<file path="src/rtl/muldiv_unit_p.sv">
// Multicycle multiply/divide unit owning the HI/LO register pair.
// Radix-2 shift-add multiply and restoring divide run on operand magnitudes,
// one bit per cycle; signs are reapplied when the result is written.
module muldiv_unit_p #(
  parameter int WIDTH = 32
) (
  input  logic             clk,
  input  logic             reset,
  input  logic             start,
  input  logic [1:0]       op,
  input  logic [WIDTH-1:0] a,
  input  logic [WIDTH-1:0] b,
  input  logic             wr_hi,
  input  logic             wr_lo,
  input  logic [WIDTH-1:0] wr_data,
  output logic [WIDTH-1:0] hi,
  output logic [WIDTH-1:0] lo,
  output logic             busy,
  output logic             done,
  output logic             div_zero
);

  localparam int W  = WIDTH;
  localparam int W2 = 2 * WIDTH;
  localparam int CW = $clog2(WIDTH + 1);
  localparam logic [CW-1:0] LAST  = CW'(WIDTH - 1);
  localparam logic [CW-1:0] CONE  = CW'(1);
  localparam logic [W-1:0]  ONE   = W'(1);
  localparam logic [W2-1:0] ONE2  = W2'(1);
  localparam logic [W-1:0]  ZERO  = '0;

  typedef enum logic [1:0] {S_IDLE, S_RUN, S_FIN, S_DZ} state_t;

  state_t          state_q, state_d;
  logic [CW-1:0]   cnt_q, cnt_d;
  logic            done_q, dz_q;
  logic [W-1:0]    hi_q, lo_q;

  logic            is_div_q, qneg_q, rneg_q;
  logic [W-1:0]    opnd_q;
  logic [W2-1:0]   acc_q;

  logic            accept;
  logic            a_neg, b_neg;
  logic [W-1:0]    mag_a, mag_b;
  logic [W-1:0]    res_hi, res_lo;

  function automatic logic [W-1:0] negw(input logic [W-1:0] x);
    return ~x + ONE;
  endfunction

  function automatic logic [W2-1:0] neg2w(input logic [W2-1:0] x);
    return ~x + ONE2;
  endfunction

  // One shift-add step: conditionally add multiplicand to the upper half, shift right.
  function automatic logic [W2-1:0] mul_step(input logic [W2-1:0] acc, input logic [W-1:0] m);
    logic [W:0] sum;
    sum = {1'b0, acc[W2-1:W]} + (acc[0] ? {1'b0, m} : {1'b0, ZERO});
    return {sum, acc[W-1:1]};
  endfunction

  // One restoring step: shift next dividend bit into the remainder, subtract if it fits.
  function automatic logic [W2-1:0] div_step(input logic [W2-1:0] acc, input logic [W-1:0] d);
    logic [W:0] cand;
    logic       qbit;
    cand = {acc[W2-1:W], acc[W-1]};
    qbit = (cand >= {1'b0, d});
    if (qbit) cand = cand - {1'b0, d};
    return {cand[W-1:0], acc[W-2:0], qbit};
  endfunction

  assign accept = (state_q == S_IDLE) && start;
  assign a_neg  = ~op[0] & a[W-1];
  assign b_neg  = ~op[0] & b[W-1];
  assign mag_a  = a_neg ? negw(a) : a;
  assign mag_b  = b_neg ? negw(b) : b;

  // State register
  always_ff @(posedge clk) begin
    if (reset) state_q <= S_IDLE;
    else       state_q <= state_d;
  end

  // Next-state and iteration counter
  always_comb begin
    state_d = state_q;
    cnt_d   = '0;
    case (state_q)
      S_IDLE: if (start) state_d = (op[1] && (b == ZERO)) ? S_DZ : S_RUN;
      S_RUN: begin
        if (cnt_q == LAST) state_d = S_FIN;
        else               cnt_d   = cnt_q + CONE;
      end
      S_FIN:   state_d = S_IDLE;
      S_DZ:    state_d = S_IDLE;
      default: state_d = S_IDLE;
    endcase
  end

  // Output decode
  always_comb begin
    busy = (state_q != S_IDLE);
  end

  // Operand capture at launch, then one iteration per RUN cycle
  always_ff @(posedge clk) begin
    if (accept) begin
      is_div_q <= op[1];
      qneg_q   <= a_neg ^ b_neg;
      rneg_q   <= a_neg;
      opnd_q   <= op[1] ? mag_b : mag_a;
      acc_q    <= op[1] ? {ZERO, mag_a} : {ZERO, mag_b};
    end else if (state_q == S_RUN) begin
      acc_q <= is_div_q ? div_step(acc_q, opnd_q) : mul_step(acc_q, opnd_q);
    end
  end

  // Sign correction of the finished magnitude result
  always_comb begin
    logic [W2-1:0] prod;
    prod   = qneg_q ? neg2w(acc_q) : acc_q;
    res_hi = prod[W2-1:W];
    res_lo = prod[W-1:0];
    if (is_div_q) begin
      res_lo = qneg_q ? negw(acc_q[W-1:0])  : acc_q[W-1:0];
      res_hi = rneg_q ? negw(acc_q[W2-1:W]) : acc_q[W2-1:W];
    end
  end

  // Counter, status pulses and HI/LO updates
  always_ff @(posedge clk) begin
    if (reset) begin
      cnt_q  <= '0;
      done_q <= 1'b0;
      dz_q   <= 1'b0;
      hi_q   <= '0;
      lo_q   <= '0;
    end else begin
      cnt_q  <= cnt_d;
      done_q <= (state_q == S_FIN);
      dz_q   <= (state_q == S_DZ);
      if (state_q == S_FIN) begin
        hi_q <= res_hi;
        lo_q <= res_lo;
      end else if (state_q == S_IDLE) begin
        if (wr_hi) hi_q <= wr_data;
        if (wr_lo) lo_q <= wr_data;
      end
    end
  end

  assign hi       = hi_q;
  assign lo       = lo_q;
  assign done     = done_q;
  assign div_zero = dz_q;

endmodule

</file>
<file path="config.mk">
export PLATFORM = sky130hd
export DESIGN_NAME = muldiv_unit_p
export DESIGN_NICKNAME = d
export VERILOG_FILES = /design/src/rtl/muldiv_unit_p.sv
export SDC_FILE = /design/constraint.sdc
export NUM_CORES = 1
export LEC_CHECK = 0
export CAP_MARGIN = 25
export CORE_MARGIN = 4
export CORE_UTILIZATION = 60
export DETAILED_ROUTE_END_ITERATION = 8
export PLACE_DENSITY_LB_ADDON = 0.1
export RECOVER_POWER = 25
export SYNTH_ARGS = -nofsm -noshare
export SYNTH_HDL_FRONTEND = slang
export SYNTH_SLANG_ARGS = --single-unit
export TNS_END_PERCENT = 50
</file>
<file path="constraint.sdc">
create_clock -name clk -period 7.3 [get_ports clk]
set_input_delay 1.46 -clock clk [delete_from_list [all_inputs] [get_ports clk]]
set_output_delay 1.46 -clock clk [all_outputs]
set_load 0.1 [all_outputs]
</file>
==> results.yml <==
status:
  status: "complete, but fails checks"
  violations: "max-capacitance violations, max-slew violations"
critical_path:
  reg2regPathDepth: 3
  end_kind: "flip-flop"
  r2r_end: "acc_q[56]"
  startpoint: "op[1]"
  crit_arrival_ns: 5.56
  startpoint_type: "input pin"
  crit_required_ns: 7.45
  crit_type: "input pin to flip-flop"
  endpoint: "acc_q[27]"
  crit_path_max_fanout: 72
  reg2reg_slack_ns: 2.93
  r2r_start: "state_q[0]"
yosys:
  synth_seq_cells: 173
  synth_top_area_cell: "edfxtp_1"
  synth_seq_area_share_pct: 30.3
  async_flop_share_pct: 0
  synthCells: 1787
  ys.flop_type: "edfxtp_1"
  yosysWarningCount: 0
  syn-num-nets: 1961
  syn-cell-area_um2: 14700
  ys_types: 83
  synth.top_cells.by_area: "edfxtp_1 (20%), dfxtp_1 (10%), mux2i_1 (7.0%)"
  synth_most_common_cell: "nor2_1"
  avgSynthCellArea_um2: 8.22
  synth_edf_count: 99
  synth_top_area_share_pct: 20.2
  synth_commonest_cells: "nor2_1 (270), a21oi_1 (170), nand2_1 (114)"
placed_design:
  hpwl_mm: 38.9
  place_congestion: 1.05
  place_area_um2: 16500
  port_buffers: 169
  dp_slack_ns: 2.76
die:
  ioPinCount: 170
  die-area_um2: 27100
  die_x_um: 164
  core_area_um2: 23800
  rows: 56
  die_h_um: 164
  start_util_pct: 61.8
drt:
  routed_via_density: 6.53
  num_vias: 14500
  ant_nets: 0
  wl_per_cell_um: 22.7
  drtIter0Drc: 1965
  drcViolationCount: 0
  firstDrtPassIters: 6
  drt_wl_total_mm: 50.4
final_layout:
  syn_to_final_growth_pct: 16.3
  design_area_um2: 17100
  fin_nets: 2063
  layout-drive-gt1-share_pct: 4.63
  antennaDiodeCount: 0
clocking:
  cts_buffers: 17
  cts-resized-gates: 0
  cts_setup_buffers: 0
  cts_sinks: 173
  clk_pin_slew_ns: 0.07
  clk-insertion-delay-late_ns: 0.44
  cts_max_path_buffers: 2
  cts_tree: "done"
  cts_max_level: 4
  cts_root_buf: "clkbuf_16"
  postCtsHoldBufs: 0
sta:
  hold_violations: 0
  period_minus_slack_ns: 5.41
  setup_ws_ns: 1.89
  setup_violations: 0
  report.final.slew_viol_count: 288
  worstMarginPinSlew_ns: 4.24
  max_freq_mhz: 185
  fin_skew_ns: 0.0124
  fin_setup_tns_ns: 0
  finalCritPeriodShare_pct: 74.1
  rsz0062_at_grt: "no"
  relSlewSlack_pct: -183
pwr:
  vdd_drop_max_mv: 0.195
  leakagePower_nw: 6.68
  powerDensity_nw_per_um2: 325
run:
  maxCapViolCount: 5
grt:
  antenna_found_initial: 1
  track_usage_pct: 36.2
  grt_pass1_vias: 13300
  overflow: 0
  grt_max_degree: 84
  grt_pass1_wl_mm: 75.5
min_path:
  min_path_type: "flip-flop to flip-flop"
## critical path, stage by stage
cell and delay, ns:
clkbuf_1 2.94, nand2_1 0.73, nor2_1 0.33, a221oi_1 0.08
## worst min path at each step
stage,start,endpoint,slack [ns],cells after the start
6_report,hi[11],hi[11],0.45,2
5_1_grt,hi[11],hi[11],0.46,2
4_1_cts,hi[11],hi[11],0.45,2
3_5_place_dp,hi[11],hi[11],0.43,2
3_3_place_gp,cnt_q[0],cnt_q[0],0.43,1
2_1_floorplan,cnt_q[0],cnt_q[0],0.41,1
## routing by layer
metal | share of wire [%] | up-vias | track usage (%)
met1 | 41 | 6810 | 49.4
met2 | 44 | 828 | 56.1
met5 | 0.016 | - | 0
met3 | 10 | 142 | 6.81
li1 | - | 6726 | -
met4 | 4.7 | 2 | 15.9
## layout make-up
type,instances,area (um^2)
multi-input cells,1438,9580
clock inverters,14,145
fillers,1856,6670
repair buffers,182,1780
well taps,319,399
clock buffers,18,439
inverters,77,289
flip-flops and latches,173,4450
## report_power, final
part	switching, W	total (W)	internal [W]
Sequential	0.000341	0.00161	0.00127
Combinational	0.00187	0.00301	0.00114
Clock	0.000471	0.000938	0.000467
## through the flow
step	hold slack (ns)	utilization [%]	total power, W	std cells
2_1_floorplan	0.413	-	0.00369	1787
3_3_place_gp	0.429	69.5	0.00447	2188
3_5_place_dp	0.434	69.5	0.00451	2188
4_1_cts	0.453	71.9	0.00546	2220
5_1_grt	0.465	71.9	0.00583	2221
6_report	0.453	71.9	0.00556	2221
## flip-flops by register name, indices dropped and copies added (netlist names)
signal    flops
acc_q        64
cnt_q         6
div_zero      1
done          1
hi           32
is_div_q      1
lo           32
opnd_q       32
qneg_q        1
rneg_q        1
state_q       2
## cell families (layout without fill, tap and decap cells)
group,Yosys count,after routing,synth area share (%)
AND/OR/NAND/NOR,566,566,18.4
AO/OA/AOI/OAI,516,516,22.5
buffers and inverters,176,291,4.62
XOR/XNOR,175,175,10.4
flip-flops,173,173,30.3
multiplexers,110,110,7.56
adder cells (fa/ha/maj),71,71,6.15
## cells in the final DEF (no fill, tap or decap), types with 70 or more instances in the layout
| cell type | instances |
|---|---|
| o21ai_0 | 94 |
| dfxtp_1 | 74 |
| inv_1 | 75 |
| xnor2_1 | 105 |
| nor2_1 | 267 |
| edfxtp_1 | 99 |
| a21oi_1 | 170 |
| nand2_1 | 114 |
| clkdlybuf4s50_1 | 165 |
| xor2_1 | 70 |
| mux2i_1 | 102 |
Power figures use the tool's default switching activity.
